File: config.mk
export PLATFORM = sky130hd
export DESIGN_NAME = i3c_xfer_arbiter
export DESIGN_NICKNAME = d
export VERILOG_FILES = /design/src/rtl/i3c_xfer_arbiter.sv
export SDC_FILE = /design/constraint.sdc
export NUM_CORES = 1
export LEC_CHECK = 0
export BUFFER_PORTS_ARGS = -buffer_cell sky130_fd_sc_hd__buf_2
export CELL_PAD_IN_SITES_DETAIL_PLACEMENT = 1
export CELL_PAD_IN_SITES_GLOBAL_PLACEMENT = 1
export CORE_UTILIZATION = 34
export DETAILED_ROUTE_END_ITERATION = 16
export PLACE_DENSITY_LB_ADDON = 0.1
export RECOVER_POWER = 100
export SETUP_SLACK_MARGIN = 0.4
export SLEW_MARGIN = 20
export SYNTH_ARGS = -nofsm -noshare
export SYNTH_HDL_FRONTEND = slang
export SYNTH_SLANG_ARGS = --single-unit
File: constraint.sdc
create_clock -name clk_i -period 3.2 [get_ports clk_i]
set_input_delay 0.32 -clock clk_i [delete_from_list [all_inputs] [get_ports clk_i]]
set_output_delay 0.32 -clock clk_i [all_outputs]
set_load 0.03 [all_outputs]
File: src/rtl/i3c_xfer_arbiter.sv
// i3c_xfer_arbiter: round-robin arbiter sharing one I3C controller among NUM_REQ requesters.
// Defining I3C_ARB_TIMEOUT_EN adds a WAIT-state watchdog of TIMEOUT_CYCLES cycles.
`ifndef ADDR_WIDTH
`define ADDR_WIDTH 7
`endif
`ifndef DATA_WIDTH
`define DATA_WIDTH 8
`endif

module i3c_xfer_arbiter #(
    parameter int NUM_REQ        = 4,
    parameter int ADDR_WIDTH     = `ADDR_WIDTH,
    parameter int DATA_WIDTH     = `DATA_WIDTH,
    parameter int TIMEOUT_CYCLES = 255
) (
    input  logic                            clk_i,
    input  logic                            rst_ni,
    input  logic [NUM_REQ-1:0]              req_valid_i,
    input  logic [NUM_REQ*ADDR_WIDTH-1:0]   req_addr_i,
    input  logic [NUM_REQ-1:0]              req_is_read_i,
    input  logic [NUM_REQ*DATA_WIDTH-1:0]   req_wdata_i,
    output logic [NUM_REQ-1:0]              req_ready_o,
    output logic [NUM_REQ-1:0]              rsp_valid_o,
    input  logic [NUM_REQ-1:0]              rsp_ready_i,
    output logic [DATA_WIDTH-1:0]           rsp_rdata_o,
    output logic                            rsp_error_o,
    output logic                            ctl_start_o,
    output logic [ADDR_WIDTH-1:0]           ctl_addr_o,
    output logic                            ctl_is_read_o,
    output logic [DATA_WIDTH-1:0]           ctl_wdata_o,
    input  logic [DATA_WIDTH-1:0]           ctl_rdata_i,
    input  logic                            ctl_done_i,
    input  logic                            ctl_error_i,
    output logic                            busy_o,
    output logic [$clog2(NUM_REQ)-1:0]      grant_id_o
);
    localparam int GW = $clog2(NUM_REQ);

    if (NUM_REQ < 2 || NUM_REQ > 8 || TIMEOUT_CYCLES < 1) begin : g_bad_cfg
        $error("i3c_xfer_arbiter: invalid parameter set");
    end

    typedef enum logic [1:0] {IDLE, LAUNCH, WAIT, RESP} state_t;

    state_t                state_q, state_d;
    logic [GW-1:0]         last_q, grant_q, sel_id;
    logic                  sel_found;
    logic [ADDR_WIDTH-1:0] addr_q;
    logic                  rd_q;
    logic [DATA_WIDTH-1:0] wdata_q, rdata_q;
    logic                  err_q;
    logic                  ctl_fin, accept, rsp_hs, tmo;

    // Scan from the farthest offset down so the nearest valid requester after last_q wins.
    always_comb begin
        sel_found = 1'b0;
        sel_id    = '0;
        for (int k = NUM_REQ - 1; k >= 0; k--) begin
            if (req_valid_i[(int'(last_q) + 1 + k) % NUM_REQ]) begin
                sel_found = 1'b1;
                sel_id    = GW'((int'(last_q) + 1 + k) % NUM_REQ);
            end
        end
    end

    assign ctl_fin = ctl_done_i | ctl_error_i;
    assign accept  = (state_q == IDLE) && sel_found;
    assign rsp_hs  = (state_q == RESP) && rsp_ready_i[grant_q];

`ifdef I3C_ARB_TIMEOUT_EN
    localparam int TW = $clog2(TIMEOUT_CYCLES + 1);
    logic [TW-1:0] tmo_cnt_q;

    always_ff @(posedge clk_i or negedge rst_ni) begin
        if (!rst_ni)
            tmo_cnt_q <= '0;
        else if (state_q == LAUNCH)
            tmo_cnt_q <= '0;
        else if (state_q == WAIT)
            tmo_cnt_q <= tmo_cnt_q + 1'b1;
    end

    assign tmo = (state_q == WAIT) && (tmo_cnt_q == TW'(TIMEOUT_CYCLES - 1));
`else
    assign tmo = 1'b0;
`endif

    always_ff @(posedge clk_i or negedge rst_ni) begin
        if (!rst_ni)
            state_q <= IDLE;
        else
            state_q <= state_d;
    end

    // Ready is gated by rst_ni so it is low for the whole reset interval.
    always_comb begin
        state_d     = state_q;
        req_ready_o = '0;
        case (state_q)
            IDLE: begin
                if (sel_found) begin
                    state_d             = LAUNCH;
                    req_ready_o[sel_id] = rst_ni;
                end
            end
            LAUNCH:  state_d = WAIT;
            WAIT:    state_d = (ctl_fin || tmo) ? RESP : WAIT;
            RESP:    state_d = rsp_ready_i[grant_q] ? IDLE : RESP;
            default: state_d = IDLE;
        endcase
    end

    always_ff @(posedge clk_i or negedge rst_ni) begin
        if (!rst_ni) begin
            last_q  <= GW'(NUM_REQ - 1);
            grant_q <= '0;
            addr_q  <= '0;
            rd_q    <= 1'b0;
            wdata_q <= '0;
            rdata_q <= '0;
            err_q   <= 1'b0;
        end else begin
            if (accept) begin
                grant_q <= sel_id;
                addr_q  <= req_addr_i[sel_id*ADDR_WIDTH +: ADDR_WIDTH];
                rd_q    <= req_is_read_i[sel_id];
                wdata_q <= req_wdata_i[sel_id*DATA_WIDTH +: DATA_WIDTH];
            end
            if (state_q == WAIT && ctl_fin) begin
                err_q   <= ctl_error_i;
                rdata_q <= rd_q ? ctl_rdata_i : '0;
            end else if (tmo) begin
                err_q   <= 1'b1;
                rdata_q <= '0;
            end
            if (rsp_hs) begin
                last_q  <= grant_q;
                err_q   <= 1'b0;
                rdata_q <= '0;
            end
        end
    end

    assign busy_o        = state_q != IDLE;
    assign ctl_start_o   = state_q == LAUNCH;
    assign ctl_addr_o    = busy_o ? addr_q : '0;
    assign ctl_is_read_o = busy_o & rd_q;
    assign ctl_wdata_o   = busy_o ? wdata_q : '0;
    assign rsp_valid_o   = (state_q == RESP) ? (NUM_REQ'(1) << grant_q) : '0;
    assign rsp_rdata_o   = rdata_q;
    assign rsp_error_o   = err_q;
    assign grant_id_o    = grant_q;

endmodule
After elaboration in Yosys (flattened, before gate mapping). Index checks and enable logic that the tools add are counted.

Flip-flop bits (word level): 31. Input bits: 84. Output and inout bits: 37. Word-level logic and storage cells: 85.

Add/subtract/negate cells: 4. Multipliers: 1. Order comparisons: 7. Equality and inequality tests: 4. Shift operators: 3. Mux-type cells: 40. Bitwise logic cells: 7. Reduce and logical (&&, ||, !) cells: 11.

Operators with widths (count): 32-bit by 3-bit adder with 32-bit output, second input constant (2); 32-bit by 2-bit adder with 32-bit output, second input constant (1); 8-bit two-way mux (4); 32-bit by 6-bit variable part select with 8-bit output (1); 28-bit by 6-bit variable part select with 7-bit output (1); 1-bit two-way mux (18); 3-bit by 4-bit < comparator with 1-bit output, second input constant (4); 1-bit binary-select mux with 2-bit select (6); 2-bit two-way mux (6); 4-bit two-way mux (3); 2-bit one-hot mux with 4 select lines (1); 2-bit OR reduction (4); 7-bit two-way mux (1); 2-bit by 3-bit < comparator with 1-bit output, second input constant (2); 2-bit by 3-bit multiplier with 5-bit output, second input constant (1); 1-bit AND (4); 4-bit AND (1); 2-bit equality test, second input constant (2); 1-bit logical AND (4); 2-bit nonzero test (2); 1-bit by 2-bit << shifter with 4-bit output, first input constant (1); 2-bit by 1-bit adder with 3-bit output, second input constant (1); 1-bit demux with 2-bit select (1); 2-bit by 1-bit equality test with 1-bit output, second input constant (1); other kinds (5) (5).

Logic depth before layout (Yosys ltp).
Word-level depth: 18. Depth in mapped cells: 8. Gate-level depth less buffers: 5.

Least setup slack after synthesis. Ideal clock, no wire load.

Path type: register to output. From: register last_q[0]. To: output req_ready_o[1]. Arrival: 1.815 ns. Slack: 1.065 ns. Cell stages (with the launch flop): 6. Path buffers: 1. Path through: dfstp_2 -> and3b_1 -> o31ai_4 -> buf_6 -> nand3_1 -> nor2b_1.

Word-level cells in the longest chain between the ends: 16. Elaborated cells between the ends (all ways): 32. Classes of those cells: add/sub (4); order compare (2); mux (24); bitwise (1); reduce/logical (1).

RTL lines: start: declaration (line 46) `logic [GW-1:0] last_q, grant_q, sel_id;`; start signal: assignment (line 115) `last_q <= GW'(NUM_REQ - 1);`; start signal: assignment (line 137) `last_q <= grant_q;`; 2-bit by 1-bit adder with 3-bit output * (line 59, 61); 32-bit by 3-bit adder with 32-bit output (line 59, 61); 1-bit binary-select mux with 2-bit select (line 59) `if (req_valid_i[(int'(last_q) + 1 + k) % NUM_REQ]) begin`; 1-bit two-way mux (implied by the code) (2 in series) (line 59); 2-bit two-way mux (4 in series) (line 59); 2-bit by 3-bit < comparator with 1-bit output (implied by the code) / 2-bit by 1-bit >= comparator with 1-bit output (equally long branches) (line 103) `req_ready_o[sel_id] = rst_ni;`; 1-bit logical AND (implied by the code) (line 103); 1-bit two-way mux (implied by the code) (line 103); 1-bit demux with 2-bit select (line 103); 4-bit AND (no source line); 4-bit two-way mux * (line 101) `if (sel_found) begin`; 4-bit two-way mux * (line 99) `case (state_q)`; end: declaration (line 22) `output logic [NUM_REQ-1:0] req_ready_o,`.

Mark *: on every way between the ends. The rest lies on a longest branch, timed or not. The select of a mux whose other input is x is not followed.

Worst setup path in the final report.
From: register last_q[0]. To: output req_ready_o[2].

Same word-level chain as after synthesis.

==> run metrics <==
Power Dens Cells=just over 900 nW/um^2; Final Cycle Share=~84%; Post-Synth XOR/XNOR Area=0%; failing checks=capacitance limit, slew limit; Die X=just over 80 um; worst slew pin tran=roughly 1700 ps; GRT Util Overall=20.4%; Switch Pwr=~1.3 mW; ys flop type=dfrtp_1; drt pass-1 iters=4; synth unique cells=30; internal power=1.28 mW; DP HPWL=slightly below 5000 um; Core ar.=6060 sq um; Gate power share=between 50% and 60%; flop2flop setup slack=slightly above 600 ps; Worst path max stage delay=approximately 690 ps; dominant cell type by area after synthesis=dfrtp_1; synthesized area per cell=9.34 sq um; RSZ-0062 raised after global routing=false; initial antenna violation count=0; Post-Syn Nets=~320; GRT overflow=0; Setup WS post-layout=510 ps; Root Driver=clkbuf_8; top-count cell post-synth=nand3_1; Synth async-reset ratio=100%; final-report hold violation count=0; mux cell area share after synthesis=~18%; Reg-to-Reg End=addr_q[0]; Final Setup Violations=0; area fraction in and, or, nand and nor cells after synthesis=25.1%; sw frac=roughly half; synth cell count leaders=43 x nand3_1, 30 x nand2_1, 29 x dfrtp_1; Reg clk slew, reported paths=around 70 ps; Static Leak=between 1 and 1.5 nW; Clock power frac=approximately an eighth; post-CTS setup buffer count=0; Avg WL per Cell=between 15 and 20 um; DRC Markers=0; Ant. Diodes=0; Worst setup SP type=flop; Die ar.=between 6000 and 7000 sq um; # rows=28; Worst Hold Depth=3; largest family of logic cells by synthesized area=simple AND/OR/NAND/NOR gates; CP Data Arrival Time=approximately 2400 ps; Critical R2R Launch=last_q[0]; hold path start=ctl_rdata_i[0]; final instance area=between 2000 and 3000 sq um; worst slack at placement=roughly 900 ps; met3 usage=under 10%; Tot Pwr=approximately 2.6 mW; Iteration-0 DRC Markers=66; number of CTS-inserted buffers=5; Final ANT Viol Nets=0; busiest grt layer=met2; vias in the first global route=between 2000 and 2500; number of synthesized register bits=31; met1 Use GR=between 20% and 30%; maximum number of pins on one net before global-route repair=38; worst hold path type=in2reg; Synth Area in Adders=0%; outcome=finished with violations; Initial Utilization=between 30% and 40%; num ports=~120; Largest delay share family, worst path=compound AO/OA/AOI/OAI gates; VDD IR max=around 0.37 mV; global placement routability congestion=0.762; height of the die=approximately 82 um; Routed WL=roughly 6600 um; htree depth=2; final clock skew=just under 7 ps; layout cells sized above 1=35.3%; DP Area=~2800 sq um; WS Path Type=reg2out; Syn Std Cell Area=approximately 2200 sq um; top post-synthesis cells by area=dfrtp_1 33%, nand3_1 9.8%, mux2_2 9.3%; CP Data Required Time=~2900 ps; CTS tree=done; cells after synthesis=about 230; WHS Endpoint=rsp_rdata_o[0]; Buf+Inv Stages, Crit Path=2; Setup Total Neg Slack=0 ps; nature of the critical path endpoint=output pin; Final nets=around 430; Max Slew Vio Count=31; I/O Buffers=120; critical path cell sequence=and3b_1, o31ai_2, inv_1, nand3_1, nor2_1, clkbuf_1; Slew HR=-14.8%; vias per std cell=5.08; R2R depth=5; Final min period=2690 ps; Compound-Gate Fraction of Synth Area=between 10 and 15%; Syn-to-layout area delta=28.3%; via count=between 2000 and 2500; top cell type's share of synthesized area=between 30 and 40%; Flop pwr share=roughly 28%; first-pass GRT wire length=about 10000 um; CTS resizes=0; cts hold-fix bufs=1; routing usage on met2=between 30% and 40%; sequential share of the synthesized area=between 30% and 40%; Clock Path Buffers=2; EDFF count, synth=0; slowest CP cell=o31ai_2; CTS Sinks=31; Max Freq=between 300 and 400 MHz; clk_lat worst skew=between 200 and 300 ps; CP Max Fanout=11; maxcap violations=1; Ys Warns=0
==> worst register-to-register path: stages, from the launching register on <==
cell and delay, ps:
dfstp_1 600, and3b_1 210, o31ai_2 690, inv_1 140, nand2_1 590, o211ai_1 210
==> flip-flops by register name, indices dropped and copies added, names as in the netlist <==
| register | count |
|---|---|
| addr_q | 7 |
| rsp_error_o | 1 |
| rd_q | 1 |
| last_q | 2 |
| state_q | 2 |
| wdata_q | 8 |
| grant_id_o | 2 |
| rsp_rdata_o | 8 |
==> per-stage QoR <==
stage / utilization (%) / instances / hold slack, ps
final: 46.3 / 426 / 287
after global placement: 46.0 / 417 / 140
after CTS: 47.8 / 426 / 282
after detailed placement: 46.0 / 417 / 138
after floorplan: - / 234 / 24.4
after global routing: 46.3 / 426 / 295
==> logic make-up (layout without fill, tap and decap cells) <==
family	count (synthesis)	after routing
and+or+nand+nor	110	110
buffers and inverters	22	139
DFF	31	31
AOI/OAI and AO/OA	35	35
muxes	36	36
==> layer usage <==
metal	routed length [um]	part of all wire (%)
met5	0	0
met4	93	1.4
met3	464	7.0
met2	3280	49
met1	2810	42
==> layout by cell type, fill, tap and decap left out, types with 2 or more instances in the layout <==
master | synthesis | layout
nor2_1 | 7 | 6
clkbuf_1 | 2 | 38
clkbuf_8 | 0 | 7
buf_2 | 5 | 85
o21ai_0 | 3 | 3
buf_4 | 1 | 3
nor3_1 | 2 | 2
o211ai_2 | 9 | 3
nor2b_1 | 21 | 21
nand2_1 | 30 | 31
nand2b_1 | 2 | 2
mux2_2 | 18 | 18
dfrtp_1 | 29 | 29
nand3_1 | 43 | 43
inv_1 | 5 | 5
o211ai_1 | 9 | 15
a21oi_1 | 10 | 10
mux2i_1 | 17 | 17
==> power by group through the flow <==
stage,Combinational [mW],Sequential [mW],Clock [mW]
global route,1.67,0.768,0.371
detailed placement,1.64,0.744,0
CTS,1.65,0.738,0.359
finish,1.53,0.736,0.347
floorplan,1.17,0.812,0
global placement,1.62,0.732,0
==> worst max path at each step <==
stage	startpoint	endpoint	depth (start not counted)
final	last_q[0]	req_ready_o[2]	6
after global routing	last_q[0]	req_ready_o[2]	6
after CTS	state_q[1]	req_ready_o[3]	6
after detailed placement	last_q[1]	wdata_q[3]	6
after global placement	last_q[1]	addr_q[6]	6
after floorplan	last_q[0]	req_ready_o[1]	5
==> layout make-up <==
type / instances / area (sq um)
Fill cell: 801 / 3260
Multi-Input combinational cell: 181 / 1220
Sequential cell: 31 / 778
Timing Repair Buffer: 126 / 597
Clock buffer: 8 / 100
Tap cell: 75 / 93.8
Inverter: 5 / 18.8
No activity file was read; power rests on OpenSTA's default activity.
